File: src/rtl/tinyqv_peri_pkg.sv
// Shared register map and state encodings for the TinyQV UART peripheral.
package tinyqv_peri_pkg;

  localparam logic [1:0] ADDR_DATA    = 2'd0;
  localparam logic [1:0] ADDR_STATUS  = 2'd1;
  localparam logic [1:0] ADDR_DIVIDER = 2'd2;

  localparam int ST_TX_BUSY  = 0;
  localparam int ST_RX_VALID = 1;
  localparam int ST_TX_OVF   = 2;
  localparam int ST_RX_OVR   = 3;
  localparam int ST_FRM_ERR  = 4;

  typedef enum logic [1:0] {S_IDLE, S_START, S_DATA, S_STOP} uart_state_e;

endpackage

File: src/rtl/uart_fifo.sv
// Small synchronous FIFO used for both the TX and RX byte queues.
module uart_fifo #(
  parameter int WIDTH = 8,
  parameter int DEPTH = 4
) (
  input  logic             clk,
  input  logic             rst,
  input  logic             push,
  input  logic             pop,
  input  logic [WIDTH-1:0] din,
  output logic [WIDTH-1:0] head,
  output logic             full,
  output logic             empty
);

  localparam int AW = $clog2(DEPTH);

  logic [WIDTH-1:0] mem [DEPTH];
  logic [AW-1:0]    wr_ptr, rd_ptr;
  logic [AW:0]      count;
  logic             do_push, do_pop;

  assign full    = (count == (AW+1)'(DEPTH));
  assign empty   = (count == '0);
  assign do_push = push && !full;
  assign do_pop  = pop && !empty;
  assign head    = mem[rd_ptr];

  // NOTE: storage is deliberately not reset; count and pointers alone say which entries are valid.
  always_ff @(posedge clk) begin
    if (do_push) mem[wr_ptr] <= din;
  end

  // NOTE: sequential state uses non-blocking assignments so every register sees pre-edge values.
  always_ff @(posedge clk) begin
    if (rst) begin
      wr_ptr <= '0;
      rd_ptr <= '0;
      count  <= '0;
    end else begin
      if (do_push) wr_ptr <= wr_ptr + 1'b1;
      if (do_pop)  rd_ptr <= rd_ptr + 1'b1;
      case ({do_push, do_pop})
        2'b10:   count <= count + 1'b1;
        2'b01:   count <= count - 1'b1;
        default: ;
      endcase
    end
  end

endmodule

File: src/rtl/tinyqv_uart_peri.sv
// 8N1 UART peripheral: DATA/STATUS/DIVIDER registers, TX and RX FIFOs, sticky error flags.
module tinyqv_uart_peri
  import tinyqv_peri_pkg::*;
#(
  parameter int CLK_HZ   = 64_000_000,
  parameter int BIT_RATE = 4_000_000,
  parameter int DIV_W    = 12,
  parameter int TX_DEPTH = 4,
  parameter int RX_DEPTH = 4
) (
  input  logic        clk,
  input  logic        rst,
  input  logic [1:0]  reg_addr,
  input  logic        reg_write,
  input  logic        reg_read,
  input  logic [31:0] wdata,
  output logic [31:0] rdata,
  output logic        uart_txd,
  input  logic        uart_rxd,
  output logic        irq
);

  localparam logic [DIV_W-1:0] DIV_RST = DIV_W'(CLK_HZ / BIT_RATE - 1);
  localparam int LW = $clog2(TX_DEPTH) + 1;

  logic [DIV_W-1:0] divider;
  logic tx_ovf, rx_ovr, frm_err;

  logic wr_data, wr_status, wr_div, rd_data;
  assign wr_data   = reg_write && (reg_addr == ADDR_DATA);
  assign wr_status = reg_write && (reg_addr == ADDR_STATUS);
  assign wr_div    = reg_write && (reg_addr == ADDR_DIVIDER);
  assign rd_data   = reg_read  && (reg_addr == ADDR_DATA);

  logic unused_wdata;
  assign unused_wdata = &{1'b0, wdata[31:DIV_W]};

  // ---------------- TX path ----------------
  logic [7:0]    tx_head;
  logic          tx_full, tx_empty, tx_push, tx_pop, tx_room, tx_tick, tx_done;
  logic [LW-1:0] tx_level;
  uart_state_e   tx_state;
  logic [DIV_W-1:0] tx_cnt, tx_div;
  logic [2:0]    tx_bit;
  logic [7:0]    tx_shreg;

  // The byte being shifted still occupies a slot, so software sees TX_DEPTH bytes of total buffering.
  assign tx_room = !tx_full && (tx_level != LW'(TX_DEPTH));
  assign tx_push = wr_data && tx_room;
  assign tx_tick = (tx_cnt == tx_div);
  assign tx_done = (tx_state == S_STOP) && tx_tick;
  assign tx_pop  = !tx_empty && ((tx_state == S_IDLE) || tx_done);

  uart_fifo #(.WIDTH(8), .DEPTH(TX_DEPTH)) u_tx_fifo (
    .clk(clk), .rst(rst), .push(tx_push), .pop(tx_pop), .din(wdata[7:0]),
    .head(tx_head), .full(tx_full), .empty(tx_empty)
  );

  always_ff @(posedge clk) begin
    if (rst) begin
      tx_level <= '0;
    end else if (tx_push && !tx_done) begin
      tx_level <= tx_level + 1'b1;
    end else if (!tx_push && tx_done) begin
      tx_level <= tx_level - 1'b1;
    end
  end

  always_ff @(posedge clk) begin
    if (rst) begin
      tx_state <= S_IDLE;
      tx_cnt   <= '0;
      tx_div   <= '0;
      tx_bit   <= '0;
      tx_shreg <= '0;
      uart_txd <= 1'b1;
    end else begin
      tx_cnt <= tx_tick ? '0 : tx_cnt + 1'b1;
      case (tx_state)
        S_IDLE: begin
          tx_cnt <= '0;
          if (!tx_empty) begin
            tx_state <= S_START;
            tx_shreg <= tx_head;
            tx_div   <= divider;
            uart_txd <= 1'b0;
          end
        end
        S_START: if (tx_tick) begin
          tx_state <= S_DATA;
          tx_bit   <= '0;
          uart_txd <= tx_shreg[0];
        end
        S_DATA: if (tx_tick) begin
          if (tx_bit == 3'd7) begin
            tx_state <= S_STOP;
            uart_txd <= 1'b1;
          end else begin
            tx_bit   <= tx_bit + 1'b1;
            tx_shreg <= {1'b0, tx_shreg[7:1]};
            uart_txd <= tx_shreg[1];
          end
        end
        S_STOP: if (tx_tick) begin
          if (!tx_empty) begin
            tx_state <= S_START;
            tx_shreg <= tx_head;
            tx_div   <= divider;
            uart_txd <= 1'b0;
          end else begin
            tx_state <= S_IDLE;
          end
        end
        default: tx_state <= S_IDLE;
      endcase
    end
  end

  // ---------------- RX path ----------------
  logic [1:0]       rx_sync;
  logic             rx_s, rx_prev, rx_brk, rx_sample, rx_stop, rx_push;
  logic             rx_full, rx_empty;
  logic [7:0]       rx_head, rx_shreg;
  uart_state_e      rx_state;
  logic [DIV_W-1:0] rx_cnt, rx_div, rx_half;
  logic [2:0]       rx_bit;

  assign rx_s      = rx_sync[1];
  assign rx_sample = (rx_state == S_START) ? (rx_cnt == rx_half) : (rx_cnt == rx_div);
  assign rx_stop   = (rx_state == S_STOP) && !rx_brk && rx_sample;
  assign rx_push   = rx_stop && rx_s;

  uart_fifo #(.WIDTH(8), .DEPTH(RX_DEPTH)) u_rx_fifo (
    .clk(clk), .rst(rst), .push(rx_push), .pop(rd_data), .din(rx_shreg),
    .head(rx_head), .full(rx_full), .empty(rx_empty)
  );

  always_ff @(posedge clk) begin
    if (rst) begin
      rx_sync  <= 2'b11;
      rx_prev  <= 1'b1;
      rx_state <= S_IDLE;
      rx_cnt   <= '0;
      rx_div   <= '0;
      rx_half  <= '0;
      rx_bit   <= '0;
      rx_shreg <= '0;
      rx_brk   <= 1'b0;
    end else begin
      rx_sync <= {rx_sync[0], uart_rxd};
      rx_prev <= rx_s;
      rx_cnt  <= rx_sample ? '0 : rx_cnt + 1'b1;
      case (rx_state)
        S_IDLE: begin
          rx_cnt <= '0;
          if (rx_prev && !rx_s) begin
            rx_state <= S_START;
            rx_div   <= divider;
            rx_half  <= DIV_W'(({1'b0, divider} + 1'b1) >> 1);
          end
        end
        S_START: if (rx_sample) begin
          rx_bit   <= '0;
          rx_state <= rx_s ? S_IDLE : S_DATA;
        end
        S_DATA: if (rx_sample) begin
          rx_shreg <= {rx_s, rx_shreg[7:1]};
          rx_bit   <= rx_bit + 1'b1;
          if (rx_bit == 3'd7) rx_state <= S_STOP;
        end
        S_STOP: begin
          // A bad stop bit holds here until the line returns high, so a break is not seen as a new start.
          if (rx_brk) begin
            if (rx_s) begin
              rx_brk   <= 1'b0;
              rx_state <= S_IDLE;
            end
          end else if (rx_sample) begin
            if (rx_s) rx_state <= S_IDLE;
            else      rx_brk   <= 1'b1;
          end
        end
        default: rx_state <= S_IDLE;
      endcase
    end
  end

  // ---------------- Registers ----------------
  logic [2:0] clr;
  assign clr = wr_status ? wdata[4:2] : 3'b000;

  always_ff @(posedge clk) begin
    if (rst) begin
      divider <= DIV_RST;
      tx_ovf  <= 1'b0;
      rx_ovr  <= 1'b0;
      frm_err <= 1'b0;
    end else begin
      if (wr_div) divider <= wdata[DIV_W-1:0];
      tx_ovf  <= (wr_data && !tx_room)    || (tx_ovf  && !clr[0]);
      rx_ovr  <= (rx_push && rx_full)     || (rx_ovr  && !clr[1]);
      frm_err <= (rx_stop && !rx_s)       || (frm_err && !clr[2]);
    end
  end

  assign irq = !rx_empty || tx_ovf || rx_ovr || frm_err;

  // NOTE: rdata gets a default before the case so no path leaves it unassigned (no latch).
  always_comb begin
    rdata = '0;
    case (reg_addr)
      ADDR_DATA:    rdata[7:0] = rx_empty ? 8'h00 : rx_head;
      ADDR_STATUS: begin
        rdata[ST_TX_BUSY]  = !tx_empty || (tx_state != S_IDLE);
        rdata[ST_RX_VALID] = !rx_empty;
        rdata[ST_TX_OVF]   = tx_ovf;
        rdata[ST_RX_OVR]   = rx_ovr;
        rdata[ST_FRM_ERR]  = frm_err;
      end
      ADDR_DIVIDER: rdata = 32'(divider);
      default: ;
    endcase
  end

endmodule

File: config.mk
export PLATFORM = sky130hd
export DESIGN_NAME = tinyqv_uart_peri
export DESIGN_NICKNAME = d
export VERILOG_FILES = /design/src/rtl/tinyqv_peri_pkg.sv /design/src/rtl/uart_fifo.sv /design/src/rtl/tinyqv_uart_peri.sv
export SDC_FILE = /design/constraint.sdc
export NUM_CORES = 1
export LEC_CHECK = 0
export ABC_CLOCK_PERIOD_IN_PS = 7900
export CORE_MARGIN = 5
export CORE_UTILIZATION = 60
export DETAILED_ROUTE_END_ITERATION = 7
export DONT_BUFFER_PORTS = 1
export HOLD_SLACK_MARGIN = 0.12
export PLACE_DENSITY = 0.76
export SLEW_MARGIN = 40
export SYNTH_ARGS = -nofsm -noshare
export SYNTH_HDL_FRONTEND = slang
export SYNTH_SLANG_ARGS = --single-unit
File: constraint.sdc
create_clock -name clk -period 7.9 [get_ports clk]
set_input_delay 1.975 -clock clk [delete_from_list [all_inputs] [get_ports clk]]
set_output_delay 1.975 -clock clk [all_outputs]
set_load 0.01 [all_outputs]
==> impl_metrics.yaml <==
place:
  dpl.cell_count: 972
  portBuffers: 0
  pre_cts_slack_ns: 2.870
  gp_congestion: 0.8436
  hpwlAfterDp_um: 12290
yosys:
  ys_ff_latch: 191
  syn_inst: 831
  ys_seq_area_frac: 0.5111
  async_flop_share: 0
  synth_area_leader_cell: "dfxtp_1"
  yosys_warnings: 0
  synthFlopType: "dfxtp_1"
  syn_area_um2: 8735
  avgSynthCellArea_um2: 10.51
  yosysTopAreaCellShare: 0.2911
  yosysUniqueCellTypes: 59
  synth_area_leaders: "dfxtp_1 29%, edfxtp_1 22%, xor2_1 4.5%"
  synth-edff-count: 64
grt:
  grtUsageTotal: 0.2267
  grt_max_degree: 116
  overflow: 0
  met3_usage: 0.07114
  grt_pass1_vias: 6001
  use_met2: 0.3774
  antenna_found_initial: 0
  busiest_layer: "met2"
  grt_pass1_wl_um: 30060
  use_met1: 0.2776
pwr:
  power.density_nw_per_um2: 279.5
  max-vdd-ir-drop_v: 0.0001834
  power_leakage_nw: 3.478
sta:
  finalWorstSetupSlack_ns: 3.100
  finClkSkew_ns: 0.008879
  drv_slew: 0
  slew_headroom: 0.5095
  hold_ws_ns: 0.4240
  post-route-period-util: 0.6077
  min_period_ns: 4.800
  tightestPinTransition_ns: 0.7302
  max_freq_mhz: 208.3
  hold_viol: 0
  setup_violations: 0
  rsz0062_at_grt: "false"
  finalSetupTns_ns: 0
clocking:
  path_clk_slew_ns: 0.07
  cts-root-buf: "clkbuf_16"
  ctsResizeCount: 0
  cts_tree: "done"
  htree_levels: 4
  numCtsBuffers: 17
  clkLatencyLatePin_ns: 0.43
  cts_hold_buf: 0
  clock_path_buffers: 2
  post-cts-setup-buffer-count: 0
  cts.sinks: 191
detailed_routing:
  post_drt_wl_per_cell_um: 18.35
  via_count: 5959
  vias_per_cell: 5.935
  routed_wl_um: 18420
  drc_errors: 0
  ant_nets: 0
  firstDrtPassIters: 6
  first_iter_violations: 503
worst_setup_path:
  arrival_ns: 2.83
  path_class: "input pin to output port"
  crit_path_end_kind: "output port"
  critPathMaxFanout: 14
  cp.required_ns: 5.93
  crit_path_start_kind: "input pin"
  r2r_setup_slack_ns: 4.49
floorplanning:
  rows: 44
  die_area_um2: 17070
  core_um2: 14420
  fp.dieW_um: 130.7
  ios: 73
  die_height_um: 130.7
  initial_utilization: 0.6056
run_status:
  status: "finished, final reports clean"
run:
  drv_cap: 0
hold_path:
  hold_class: "register to register"
finish:
  fin_cells: 1004
  antenna_cells: 0
  final_cell_mix: "127 x dfxtp_1, 80 x nand2_1, 73 x nor2_1"
  drive_above_1_share: 0.08293
  layout_commonest_cell: "dfxtp_1"
  nets: 873
  fillers: 1091
  areaGrowthSynthToFinish_pct: 7.277
-- Yosys cell counts, drive strengths merged (2+ instances only) --
library cell,instances
nand2b,12
nand4,11
nand3b,9
a31oi,4
fa,3
mux2,2
and3,12
a311oi,3
xnor2,21
nor4,7
a211oi,27
a22oi,3
and4,2
inv,21
ha,24
a211o,2
nor3b,4
a22o,5
o22ai,2
mux4,16
nand2,80
or3,12
edfxtp,64
a21oi,40
nor3,10
nor2b,7
o31ai,2
xor2,45
mux2i,34
nor2,73
or2,3
dfxtp,127
buf,27
nand3,20
and2,16
clkbuf,37
o21ai,25
o211ai,3
-- area by class of cell --
| cell class | instances | area, µm² | share of cell area |
|---|---|---|---|
| clock inverters | 14 | 177.7 | 0.01896 |
| repair buffers | 2 | 15.01 | 0.001602 |
| flip-flops and latches | 191 | 4464 | 0.4764 |
| clock buffers | 18 | 429.2 | 0.04580 |
| inverters | 21 | 78.83 | 0.008412 |
| well taps | 184 | 230.2 | 0.02457 |
| multi-input cells | 574 | 3975 | 0.4242 |
-- metrics by stage --
step / power (mW) / utilization / cell area [µm²]
6_report: 2.619 / 0.6496 / 9370
5_1_grt: 2.753 / 0.6496 / 9370
4_1_cts: 2.619 / 0.6479 / 9345
3_5_place_dp: 1.740 / 0.6058 / 8738
3_3_place_gp: 1.701 / 0.6046 / 8721
2_1_floorplan: 1.637 / - / 8806
-- registers in the layout, indices dropped and copies added, names as in the netlist, 3 cells and up, named ones only --
signal,count
tx_bit,3
tx_cnt,12
rx_half,12
u_tx_fifo.count,3
rx_div,12
u_tx_fifo.mem,32
tx_shreg,8
rx_cnt,12
tx_level,3
divider,12
u_rx_fifo.count,3
rx_bit,3
u_rx_fifo.mem,32
tx_div,12
rx_shreg,8
-- logic make-up after synthesis --
logic type / share of synthesized area
flip-flops: 0.5111
AND/OR/NAND/NOR: 0.1583
adder cells (fa/ha/maj): 0.04126
AO/OA/AOI/OAI: 0.09254
buffers and inverters: 0.04741
multiplexers: 0.08280
other: 0.0004293
XOR/XNOR: 0.06618
-- path summary, 6_finish.rpt --
check | start | endpoint | cells after the start
worst max register to register | rx_state[0] | u_rx_fifo.count[2] | 13
worst min register to register | rx_sync[0] | rx_sync[1] | 1
worst min-delay path | rx_sync[0] | rx_sync[1] | 1
worst max-delay path | reg_addr[1] | rdata[2] | 3
-- layer usage --
layer | vias to the layer above | part of all wire
li1 | 2854 | -
met1 | 2880 | 0.41
met2 | 193 | 0.50
met3 | 32 | 0.067
met4 | 0 | 0.025
met5 | - | 0
-- worst max-delay path, cell delays in order --
cell,delay [ns]
nor2b_2,0.47
nand2_1,0.12
o21ai_0,0.26
-- power breakdown --
part	internal, mW	leakage [nW]	switching (mW)	total [mW]
clock network	0.504	0.297	0.373	0.877
registers	1.08	1.57	0.0719	1.15
logic	0.241	1.61	0.350	0.591
total	1.82	3.48	0.795	2.62
Note: power is estimated with default switching activity, not from simulation.
